## src/rtl/instruction_fetch.sv

```systemverilog
// Instruction fetch stage: holds the PC, fetches one word at a time from
// instruction memory over req/ack, presents it to decode over valid/ready,
// and selects the next PC (sequential, J/JAL, JR, BNE).
module instruction_fetch #(
  parameter logic [31:0] RESET_PC = 32'h0000_0000
) (
  input  logic        clk,
  input  logic        rst_n,
  output logic        imem_req,
  output logic [31:0] imem_addr,
  input  logic [31:0] imem_rdata,
  input  logic        imem_ack,
  output logic [31:0] instr,
  output logic [5:0]  opcode,
  output logic [5:0]  funct,
  output logic        instr_valid,
  input  logic        instr_ready,
  input  logic        isjump,
  input  logic        isbranch,
  input  logic        branch_ne,
  input  logic [31:0] jr_target,
  output logic [31:0] pc,
  output logic [31:0] pc_plus4
);

  typedef enum logic [1:0] {
    IDLE = 2'd0,
    REQ  = 2'd1,
    HOLD = 2'd2
  } state_t;

  state_t      state;
  logic [31:0] next_pc;
  logic [31:0] branch_off;
  logic        unused_bits;

  // JR targets are word aligned, so the two low bits of rs are dropped.
  assign unused_bits = ^jr_target[1:0];

  assign imem_addr  = pc;
  assign opcode     = instr[31:26];
  assign funct      = instr[5:0];
  assign pc_plus4   = pc + 32'd4;
  assign branch_off = {{14{instr[15]}}, instr[15:0], 2'b00};

  // Next-PC select for the held instruction; jumps outrank branches.
  always_comb begin
    next_pc = pc_plus4;
    if (isjump && (opcode == 6'h00)) begin
      next_pc = {jr_target[31:2], 2'b00};
    end else if (isjump) begin
      next_pc = {pc_plus4[31:28], instr[25:0], 2'b00};
    end else if (isbranch && branch_ne) begin
      next_pc = pc_plus4 + branch_off;
    end else begin
      next_pc = pc_plus4;
    end
  end

  // Fetch FSM with registered request/valid outputs and PC/instruction state.
  always_ff @(posedge clk or negedge rst_n) begin
    if (!rst_n) begin
      state       <= IDLE;
      pc          <= RESET_PC;
      instr       <= 32'h0000_0000;
      imem_req    <= 1'b0;
      instr_valid <= 1'b0;
    end else begin
      case (state)
        IDLE: begin
          state       <= REQ;
          imem_req    <= 1'b1;
          instr_valid <= 1'b0;
        end
        REQ: begin
          if (imem_ack) begin
            instr       <= imem_rdata;
            state       <= HOLD;
            imem_req    <= 1'b0;
            instr_valid <= 1'b1;
          end else begin
            state       <= REQ;
            imem_req    <= 1'b1;
            instr_valid <= 1'b0;
          end
        end
        HOLD: begin
          // Stray acks are ignored here; only consumption moves us on.
          if (instr_ready) begin
            pc          <= next_pc;
            state       <= REQ;
            imem_req    <= 1'b1;
            instr_valid <= 1'b0;
          end else begin
            state       <= HOLD;
            imem_req    <= 1'b0;
            instr_valid <= 1'b1;
          end
        end
        default: begin
          state       <= IDLE;
          imem_req    <= 1'b0;
          instr_valid <= 1'b0;
        end
      endcase
    end
  end

endmodule

```

## config.mk

```make
export PLATFORM = sky130hd
export DESIGN_NAME = instruction_fetch
export DESIGN_NICKNAME = d
export VERILOG_FILES = /design/src/rtl/instruction_fetch.sv
export SDC_FILE = /design/constraint.sdc
export NUM_CORES = 1
export LEC_CHECK = 0
export ABC_AREA = 0
export BUFFER_PORTS_ARGS = -buffer_cell sky130_fd_sc_hd__buf_2
export CORE_MARGIN = 2
export CORE_UTILIZATION = 50
export DETAILED_ROUTE_END_ITERATION = 16
export PLACE_DENSITY = 0.89
export REMOVE_ABC_BUFFERS = 1
export SLEW_MARGIN = 30
export SYNTH_ARGS = -nofsm -noshare
export SYNTH_HDL_FRONTEND = slang
export SYNTH_SLANG_ARGS = --single-unit
```

## constraint.sdc

```tcl
create_clock -name clk -period 9.1 [get_ports clk]
set_clock_uncertainty 0.05 [all_clocks]
set_input_delay 1.365 -clock clk [delete_from_list [all_inputs] [get_ports clk]]
set_output_delay 1.365 -clock clk [all_outputs]
set_load 0.02 [all_outputs]
```

==> summary.txt, run 1 <==
Outcome
  – Status: finished clean

GRT
  – First-pass GRT wire length: between 20000 and 30000 um
  – GRT Util Overall: 0.266
  – Antenna violations before repair: 0
  – Vias in the first global route: 5333
  – Grt ovf: 0
  – Largest net degree at the start of global routing: 66

Synth
  – Seq cells post-synth: 65
  – Number of distinct library cells after synthesis: 68
  – Syn_area_per_cell: 8.48 sq um
  – Post-synthesis instance total: 686
  – Sequential area share after synthesis: 0.280
  – Synth Area in Compound Gates: 0.198
  – Post-synthesis mux area share: 0.0776
  – Cell area after synthesis: 0.00582 sq mm
  – Yosys warnings: 0
  – Post-Synth XOR/XNOR Area: 0.0822
  – Synth Area in Simple Gates: 0.184
  – Async set-reset flop share out of synthesis: 1.00
  – Largest family of logic cells by synthesized area: compound AO/OA/AOI/OAI gates
  – Post-synth EDFFs: 0
  – Synth Area in Adders: 0.0895
  – Main synth FF type: dfrtp_1

Clock tree
  – CTS tree: yes
  – Clock root cell: clkbuf_16
  – # resized after CTS: 0
  – Reg clk slew, reported paths: 60 ps
  – CTS H-tree depth: 3
  – Num CTS Buffers: 9
  – Setup bufs post-CTS: 0
  – Clock latency on the worst-skew pair: 350 ps
  – CTS Buffer Depth: 2
  – CTS sink count: 65
  – # hold bufs at CTS: 0

Die
  – DIE AREA: 0.0125 sq mm
  – Die X: ~110 um
  – Ports: 213
  – Die Span Y: ~110 um
  – Row count: 39
  – Placeable Area: 0.0114 sq mm
  – Starting density of the core: 0.512

Route
  – Remaining antenna violation count: 0
  – Wire length per cell: around 17 um
  – DRC: 0
  – Via count: around 5700
  – TritonRoute pass-1 iters: 5
  – Initial DRC Count: ~450
  – Post-Route WL: 16800 um
  – Routed vias/inst: 5.74

Finish
  – # diodes: 0
  – Area Overhead vs Synth: 19.6%
  – Commonest non-fill, non-tap cell in the layout: buf_2
  – Most frequent cells in the layout: buf_2 (204), nand2_1 (78), dfrtp_1 (65)
  – Layout cells sized above 1: 0.333
  – Post-layout nets: 950

STA
  – Final period utilization: 0.471
  – Rel. slew slack: 0.386
  – Fmax: 233 MHz
  – RSZ-0062 raised after global routing: no
  – Setup WS post-layout: 4810 ps
  – Max-slew violations: 0
  – Final hold vios: 0
  – Setup TNS: 0 ps
  – Min Tclk post-route: 4290 ps
  – Count of final setup violators: 0
  – Slew @ Worst Pin: between 900 and 1000 ps

Setup path
  – Worst endpoint required time: 9270 ps
  – Crit path max-delay family: simple AND/OR/NAND/NOR gates
  – CP max-delay cell: or4_1
  – Critical path peak fanout: 7
  – Setup CP Type: flop to flop
  – Buf/Inv on CP: 0
  – Crit start category: flop
  – Max incr delay on CP: 490 ps
  – CP Cell Sequence: and3_1 > nand3_1 > nor3_4 > nand2b_1 > nor2_1 > xor2_1 > ha_1 > a21o_1 > a21oi_1 > o21ai_1 > or4_1 > o21ai_2 > mux2i_1 > mux2i_1 > nand3_1
  – Critical path endpoint category: flop
  – Data arrival time of the critical path: 4460 ps

Worst hold path
  – Worst min path class: flop to flop

Power
  – Pleak: 3.54 nW
  – PD cells: 457 mW/mm^2
  – Max VDD drop: 215 uV

Place
  – Gpl congestion: 0.926
  – Pre-CTS setup slack: just under 5000 ps
  – Port bufs: 204
  – Dpl hpwl: about 12000 um

Job
  – Max Cap Violations: 0
-- state kept, by name, summed over array words and instances, names as in the netlist --
name / cells
imem_addr: 30
instr_valid: 1
state: 2
instr: 32
-- cell type report --
cell class | instances | area [sq um]
multi-input cells | 537 | 3690
clock buffers | 10 | 239
repair buffers | 211 | 1080
inverters | 14 | 52.6
well taps | 143 | 179
flip-flops and latches | 65 | 1630
clock inverters | 6 | 90.1
fillers | 965 | 4410
-- cells by family (layout without fill, tap and decap cells) --
group | count (synthesis) | in the layout
DFF | 65 | 65
other | 1 | 6
and+or+nand+nor | 221 | 221
muxes | 41 | 41
AOI/OAI and AO/OA | 176 | 176
adders and majority gates | 41 | 41
xor gates and xnor gates | 52 | 52
buffers and inverters | 89 | 241
-- per-layer routing --
metal | part of all wire | wire (um) | vias to the layer above | global-route usage
met3 | 0.077 | 1300 | 39 | 0.0648
met5 | 0 | 0 | - | 0
met1 | 0.43 | 7150 | 2644 | 0.338
met2 | 0.47 | 7910 | 268 | 0.438
met4 | 0.024 | 400 | 0 | 0.107
li1 | - | - | 2712 | -
-- through the flow --
step | util | hold WS (ps) | instances | area (sq um) | power, W
global placement | 0.583 | 458 | 970 | 6630 | 0.00272
finish | 0.612 | 481 | 986 | 6960 | 0.00318
detailed placement | 0.583 | 468 | 970 | 6630 | 0.00276
global route | 0.612 | 507 | 986 | 6960 | 0.00342
floorplan | - | 533 | 616 | 5370 | 0.00215
CTS | 0.612 | 483 | 986 | 6950 | 0.00317
-- cells in the mapped netlist (3+ instances only) --
| cell | n | share of area |
|---|---|---|
| nand2_1 | 78 | 0.050 |
| dfrtp_1 | 65 | 0.28 |
| nor2_1 | 59 | 0.038 |
| a21oi_1 | 50 | 0.043 |
| buf_4 | 48 | 0.062 |
| ha_1 | 40 | 0.086 |
| o21ai_0 | 35 | 0.030 |
| mux2_2 | 33 | 0.064 |
| xnor2_1 | 25 | 0.038 |
| xor2_1 | 24 | 0.036 |
| clkbuf_1 | 23 | 0.015 |
| nand3_1 | 21 | 0.018 |
| a21o_1 | 18 | 0.023 |
| and3_1 | 15 | 0.016 |
| inv_1 | 14 | 0.0090 |
| mux2i_1 | 8 | 0.014 |
| nand4_1 | 8 | 0.0086 |
| a211oi_1 | 7 | 0.0090 |
| nor3_1 | 7 | 0.0060 |
| a31oi_1 | 6 | 0.0065 |
| o21ai_1 | 6 | 0.0052 |
| o21bai_1 | 6 | 0.0077 |
| nand2b_1 | 5 | 0.0054 |
| o211ai_1 | 5 | 0.0065 |
| or3_1 | 5 | 0.0054 |
| a2111oi_0 | 4 | 0.0060 |
| o21a_1 | 4 | 0.0052 |
| a22o_1 | 3 | 0.0045 |
| a32oi_1 | 3 | 0.0045 |
| nor2b_1 | 3 | 0.0032 |
| o211a_1 | 3 | 0.0052 |
| o22ai_1 | 3 | 0.0032 |
| xnor2_2 | 3 | 0.0084 |
-- path summary, 6_finish.rpt --
path                                              to  slack (ps)  cells after the start                      from
min in group asynchronous      instr[13]$_DFFE_PN0P_        1050                      2                     rst_n
hold / removal                 instr[24]$_DFFE_PN0P_         480                      1     instr[24]$_DFFE_PN0P_
setup / recovery           imem_addr[31]$_DFFE_PN0P_        4810                     15  imem_addr[4]$_DFFE_PN0P_
setup reg to reg           imem_addr[31]$_DFFE_PN0P_        4810                     15  imem_addr[4]$_DFFE_PN0P_
max in group asynchronous      instr[12]$_DFFE_PN0P_        7460                      2                     rst_n
hold reg to reg                instr[24]$_DFFE_PN0P_         480                      1     instr[24]$_DFFE_PN0P_
-- report_power, final --
part	leakage, nW	internal [W]	switching (W)
Sequential	0.785	0.000429	0.000199
Combinational	2.59	0.000851	0.00131
Clock	0.159	0.000248	0.000138
Total	3.54	0.00153	0.00165
(Power assumes the default switching activity.)
==> inputs of run 2 (changes only) <==
Settings changed: ABC_AREA 0 to 1, PLACE_DENSITY 0.89 to 0.87.
Clock period 9.1 ns to 4 ns, I/O delays scaled along.
==> run 2 against run 1 <==
Net effect: routed wire length grew 29%; clock power grew 100%; area after synthesis grew 15%; cell count grew 41%; synthesized cell count grew 54%; hold slack lost 260 ps; cell area grew 13%; maximum frequency grew 23%; global-route usage grew 3.9 points; utilization shrank 1.4 points; worst setup slack lost 4300 ps; largest cell class unchanged; largest power group unchanged.
==> summary.txt, run 2 <==
STA
  – RSZ-0062 raised after global routing: no
  – Setup TNS: 0 ps (unchanged)
  – Rel. slew slack: 0.388 (+0.00188)
  – Final period utilization: 0.869 (+0.397)
  – Max-slew violations: 0 (unchanged)
  – Min Tclk post-route: 3480 ps (-815 ps)
  – Count of final setup violators: 0 (unchanged)
  – Final hold vios: 0 (unchanged)
  – Fmax: 288 MHz (+23%)
  – Slew @ Worst Pin: 918 ps (-2.82 ps)

Synth
  – Number of distinct library cells after synthesis: 44 (-35%)
  – Most common cell in the netlist: nand2_1
  – Biggest area consumer among synthesized cells: dfrtp_1
  – Synth top area share: 0.242 (-0.0374)
  – Async set-reset flop share out of synthesis: 1.00 (unchanged)
  – Post-synthesis instance total: 1057 (+54%)
  – Syn_area_per_cell: 6.35 sq um (-25%)
  – Synth top cells by count: nand2_1 (343), inv_1 (151), nor2_1 (95)
  – Yosys warnings: 0 (unchanged)
  – Ranking of synthesized cells by area: dfrtp_1 (24%), nand2_1 (19%), inv_1 (8.4%)
  – Seq cells post-synth: 65 (unchanged)
  – Post-synth EDFFs: 0 (unchanged)
  – Cell area after synthesis: 0.00672 sq mm (+15%)
  – Sequential area share after synthesis: 0.242 (-0.0374)
  – Main synth FF type: dfrtp_1

Power
  – Max VDD drop: 595 uV (+180%)
  – Clock network power share: 0.100 (-0.022)
  – Cell Int Power: 0.00337 W (+120%)
  – Logic pwr share: 0.710 (+0.029)
  – PD cells: 998 mW/mm^2 (+120%)
  – Pleak: 4.57 nW (+29%)
  – Switching share of power: 0.572 (+0.0529)
  – Switching power: 0.00450 W (+170%)
  – Power share of the sequential group: 0.190 (-0.007)

Place
  – Dpl hpwl: 17000 um (+37%)
  – Port bufs: 204 (unchanged)
  – Gpl congestion: 1.00 (+8.4%)

Clock tree
  – Clock root cell: clkbuf_16
  – Clock latency on the worst-skew pair: 350 ps (about the same)
  – Num CTS Buffers: 9 (unchanged)
  – CTS Buffer Depth: 2 (unchanged)
  – CTS sink count: 65 (unchanged)
  – CTS H-tree depth: 3 (unchanged)
  – CTS tree: yes
  – # hold bufs at CTS: 0 (unchanged)
  – Reg clk slew, reported paths: 60 ps (about the same)
  – # resized after CTS: 0 (unchanged)
  – Setup bufs post-CTS: 0 (unchanged)

Finish
  – Area Overhead vs Synth: 17.4%
  – # diodes: 0 (unchanged)
  – Post-layout nets: 1328 (+40%)
  – Commonest non-fill, non-tap cell in the layout: nand2_1
  – Top reg by flops: instr
  – Max reg flops: 32 (unchanged)
  – Final Util: 0.598 (-0.0144)
  – Most frequent cells in the layout: nand2_1 (342), buf_2 (203), inv_1 (151)
  – Layout cells sized above 1: 0.234 (-0.0995)

GRT
  – Grt ovf: 0 (unchanged)
  – Antenna violations before repair: 0 (unchanged)
  – First-pass GRT wire length: 34500 um (+29%)
  – GRT Util Overall: 0.305 (+0.0385)
  – Vias in the first global route: 6949 (+30%)
  – Largest net degree at the start of global routing: 48 (-27%)

Route
  – Via count: 7435 (+31%)
  – Initial DRC Count: 639 (+41%)
  – DRC: 0 (unchanged)
  – Wire length per cell: 15.5 um (-8.6%)
  – TritonRoute pass-1 iters: 7 (+2)
  – Routed vias/inst: 5.33 (-7.2%)
  – Remaining antenna violation count: 0 (unchanged)
  – Post-Route WL: 21700 um (+29%)

Die
  – Die X: 120 um (+7.2%)
  – DIE AREA: 0.0144 sq mm (+15%)
  – Starting density of the core: 0.509 (-0.00252)
  – Row count: 42 (+7.7%)
  – Ports: 213 (unchanged)
  – Placeable Area: 0.0132 sq mm (+16%)
  – Die Span Y: 120 um (+7.2%)

Setup path
  – Setup CP Type: flop to flop
  – Crit start category: flop
  – Critical path peak fanout: 6 (-1)
  – Data arrival time of the critical path: 3660 ps (-800 ps)
  – Worst endpoint required time: 4190 ps (-5080 ps)
  – Critical path endpoint category: flop

Worst hold path
  – Worst min path class: primary input to async pin

Job
  – Max Cap Violations: 0 (unchanged)

Outcome
  – Status: finished clean
## run 2: worst max-delay path: stages, from the launching register on
cell     delay [ps]
dfrtp_1         450
ha_1            320
inv_1            90
nor2_1          190
nand2_2         150
nor2_1          110
inv_1            60
o21ai_1         240
inv_1           100
ha_1            350
nand2_1         130
inv_1            50
a21oi_1         260
o21ai_0         160
nand2_1         120
nand3_1          70
nand2_1          70
nand3_1         150
nand2_1         100
nand2_1          50
nand2_1          60
nand2_1          40
## run 2: logic make-up (layout without fill, tap and decap cells)
| kind of cell | Yosys count | in the layout | share of synthesized area |
|---|---|---|---|
| AOI/OAI and AO/OA | 132 | 132 | 0.111 |
| xor gates and xnor gates | 17 | 17 | 0.0244 |
| adders and majority gates | 41 | 41 | 0.0775 |
| buffers and inverters | 222 | 379 | 0.152 |
| DFF | 65 | 65 | 0.242 |
| muxes | 29 | 29 | 0.0486 |
| other | 1 | 6 | 0.000558 |
| and+or+nand+nor | 550 | 550 | 0.344 |
## run 2: path summary, 6_finish.rpt
kind                                           from                        end  slack [ps]  depth (start not counted)
max                        imem_addr[2]$_DFFE_PN0P_  imem_addr[25]$_DFFE_PN0P_         520                         21
min                                           rst_n   imem_addr[3]$_DFFE_PN0P_         220                          1
max reg2reg                imem_addr[2]$_DFFE_PN0P_  imem_addr[25]$_DFFE_PN0P_         520                         21
min reg2reg                   instr[22]$_DFFE_PN0P_      instr[22]$_DFFE_PN0P_         480                          2
max in group asynchronous                     rst_n      instr[21]$_DFFE_PN0P_        2970                          2
min in group clk                       jr_target[3]   imem_addr[3]$_DFFE_PN0P_         430                          3
## run 2: metrics by stage
step	total power, W	cell area [sq um]	worst slack (ps)	hold WS (ps)	std cells
2_1_floorplan	0.00530	6290	594	254	993
3_3_place_gp	0.00687	7590	683	466	1381
3_5_place_dp	0.00697	7600	584	476	1381
4_1_cts	0.00780	7880	575	231	1395
5_1_grt	0.00855	7880	119	262	1395
6_report	0.00787	7880	524	219	1395
## run 2: power groups by stage
stage | combinational, W | clock, W | sequential, W
after floorplan | 0.00329 | 0 | 0.00201
after global placement | 0.00540 | 0 | 0.00148
after detailed placement | 0.00548 | 0 | 0.00149
after CTS | 0.00552 | 0.000799 | 0.00148
after global routing | 0.00617 | 0.000824 | 0.00155
final | 0.00558 | 0.000789 | 0.00150
## run 2: final cells by class
class                   instances  area (sq um)
multi-input cells             775          4090
well taps                     176           220
clock inverters                 3          42.5
clock buffers                  11           243
fillers                      1315          5310
flip-flops and latches         65          1630
repair buffers                212          1080
inverters                     153           574
## run 2: layer usage
metal  up-vias  wire length, um  track usage
li1       3618                -            -
met1      3396             8950        0.396
met2       372            10100        0.507
met3        49             1860       0.0399
met5         -                0            0
met4         0              704        0.135
==> inputs of run 3 (changes only) <==
Settings changed: CORE_MARGIN 2 to 4, CORE_UTILIZATION 50 to 30, CTS_CLUSTER_DIAMETER set to 200, PLACE_DENSITY 0.87 to 0.6.
==> run 3 against run 2 <==
Net effect: sequential share of layout area down 0.29 points; utilization down 23 points; critical path depth down 1; critical path type unchanged; hold slack worse by 5.7 ps; register-to-register slack about the same; via count down 2.5%; worst setup slack better by 5.2 ps.
==> summary.txt, run 3 (synthesis results as in run 2) <==
Outcome
  – Status: finished clean

Route
  – Via count: 7247 (-2.5%)
  – Post-Route WL: 24400 um (+13%)
  – Routed vias/inst: 4.84 (-9.2%)
  – TritonRoute pass-1 iters: 7 (unchanged)
  – Initial DRC Count: 422 (-34%)
  – DRC: 0 (unchanged)
  – Wire length per cell: 16.3 um (+5.1%)
  – Remaining antenna violation count: 0 (unchanged)

Setup path
  – Data arrival time of the critical path: 3650 ps (about the same)
  – Reg2Reg Depth: 20 (-4.8%)
  – Setup CP Type: flop to flop
  – Worst endpoint required time: 4180 ps (about the same)
  – Critical path peak fanout: 6 (unchanged)
  – Crit start category: flop
  – Reg2reg setup slack: 530 ps (about the same)
  – Critical path endpoint category: flop
  – Reg-to-Reg Start: imem_addr[2]$_DFFE_PN0P_
  – RR Endpoint: imem_addr[16]$_DFFE_PN0P_

Power
  – Switching power: 0.00456 W (+1.3%)
  – Clock network power share: 0.096 (-0.004)
  – PD cells: 986 mW/mm^2 (-1.2%)
  – Switching share of power: 0.579 (+0.00661)
  – Total power: 0.00788 W (+0.19%)
  – Cell Int Power: 0.00332 W (-1.4%)
  – Pleak: 4.56 nW (-0.15%)
  – Max VDD drop: 442 uV (-26%)
  – Power share of the sequential group: 0.190 (about the same)
  – Logic pwr share: 0.714 (+0.004)

STA
  – Count of final setup violators: 0 (unchanged)
  – Max-slew violations: 0 (unchanged)
  – Final hold vios: 0 (unchanged)
  – Rel. slew slack: 0.421 (+0.0333)
  – Fmax: 288 MHz (+0.15%)
  – RSZ-0062 raised after global routing: no
  – Slew @ Worst Pin: 865 ps (-53.1 ps)
  – WHS: 214 ps (-5.73 ps)
  – Final period utilization: 0.868 (-0.00131)
  – Setup TNS: 0 ps (unchanged)
  – Min Tclk post-route: 3470 ps (-5.23 ps)

Die
  – Ports: 213 (unchanged)
  – DIE AREA: 0.0248 sq mm (+73%)
  – Die Span Y: 158 um (+31%)
  – Die X: 158 um (+31%)
  – Placeable Area: 0.0219 sq mm (+66%)
  – Starting density of the core: 0.307 (-0.202)
  – Row count: 54 (+29%)

Finish
  – Max reg flops: 32 (unchanged)
  – Final-layout fill cell count: 2470 (+88%)
  – Top reg by flops: instr
  – Commonest non-fill, non-tap cell in the layout: nand2_1
  – Post-layout nets: 1327 (-0.075%)
  – Most frequent cells in the layout: nand2_1 (342), buf_2 (203), inv_1 (151)
  – Layout cells sized above 1: 0.234 (about the same)
  – Area Overhead vs Synth: 19.0%
  – # diodes: 0 (unchanged)

Clock tree
  – Num CTS Buffers: 9 (unchanged)
  – CTS Buffer Depth: 2 (unchanged)
  – CTS sink count: 65 (unchanged)
  – Reg clk slew, reported paths: 60 ps (about the same)
  – CTS tree: yes
  – Clock latency on the worst-skew pair: 350 ps (about the same)
  – Setup bufs post-CTS: 0 (unchanged)
  – Clock root cell: clkbuf_16
  – # resized after CTS: 0 (unchanged)
  – # hold bufs at CTS: 0 (unchanged)
  – CTS H-tree depth: 3 (unchanged)

Worst hold path
  – Worst min path class: primary input to async pin

GRT
  – First-pass GRT wire length: 37500 um (+8.8%)
  – Antenna violations before repair: 0 (unchanged)
  – Largest net degree at the start of global routing: 66 (+38%)
  – Vias in the first global route: 6915 (-0.49%)
  – GRT Util Overall: 0.195 (-0.110)
  – Grt ovf: 0 (unchanged)

Place
  – Port bufs: 204 (unchanged)
  – Gpl congestion: 0.958 (-4.6%)
  – Dpl hpwl: 19500 um (+15%)

Job
  – Max Cap Violations: 0 (unchanged)
[run 3: worst max-delay path by stage]
stage | from | cells after the start | end | slack [ps]
4_1_cts | imem_addr[2]$_DFFE_PN0P_ | 20 | imem_addr[24]$_DFFE_PN0P_ | 580
2_1_floorplan | imem_addr[3]$_DFFE_PN0P_ | 19 | imem_addr[23]$_DFFE_PN0P_ | 590
3_5_place_dp | imem_addr[2]$_DFFE_PN0P_ | 19 | imem_addr[23]$_DFFE_PN0P_ | 570
5_1_grt | imem_addr[3]$_DFFE_PN0P_ | 19 | imem_addr[23]$_DFFE_PN0P_ | 160
3_3_place_gp | imem_addr[2]$_DFFE_PN0P_ | 21 | imem_addr[23]$_DFFE_PN0P_ | 610
6_report | imem_addr[2]$_DFFE_PN0P_ | 20 | imem_addr[16]$_DFFE_PN0P_ | 530
[run 3: final cells by class]
type                    count  area [sq um]  share of cell area
multi-input cells         775          4090               0.512
flip-flops and latches     65          1630               0.203
well taps                 280           350              0.0438
inverters                 153           574              0.0718
clock buffers              11           253              0.0316
repair buffers            211          1080               0.135
clock inverters             3          17.5             0.00219
[run 3: routing by layer]
| metal | global-route usage | wire (um) |
|---|---|---|
| met5 | 0 | 0 |
| met4 | 0.0746 | 680 |
| met3 | 0.0230 | 1240 |
| met2 | 0.327 | 11500 |
| met1 | 0.257 | 11000 |
[run 3: stage by stage]
stage | std cells | setup WS [ps] | instance area [sq um] | utilization
floorplan | 993 | 594 | 6290 | -
global placement | 1484 | 611 | 7720 | 0.353
detailed placement | 1484 | 573 | 7720 | 0.353
CTS | 1498 | 581 | 7990 | 0.365
global route | 1498 | 156 | 7990 | 0.365
finish | 1498 | 530 | 7990 | 0.365
[run 3: critical path, stage by stage (launching register included)]
cell and delay [ps]:
dfrtp_1 440, ha_1 310, inv_1 90, nor2_1 190, nand2_2 160, nor2_1 110
inv_1 60, nand2_1 80, inv_1 60, ha_1 340, nand2_1 130, nor2_1 250
nand3_1 140, nand3_1 200, nand2_1 100, nand3_1 80, nand2_1 50, o21ai_0 320
nand2_1 90, nand2_1 70, nand2_1 40
[run 3: power groups by stage]
stage | Sequential [W] | Combinational (W) | Clock [W]
6_report | 0.00150 | 0.00563 | 0.000753
2_1_floorplan | 0.00201 | 0.00329 | 0
3_3_place_gp | 0.00150 | 0.00557 | 0
4_1_cts | 0.00150 | 0.00563 | 0.000772
5_1_grt | 0.00157 | 0.00629 | 0.000787
3_5_place_dp | 0.00151 | 0.00560 | 0
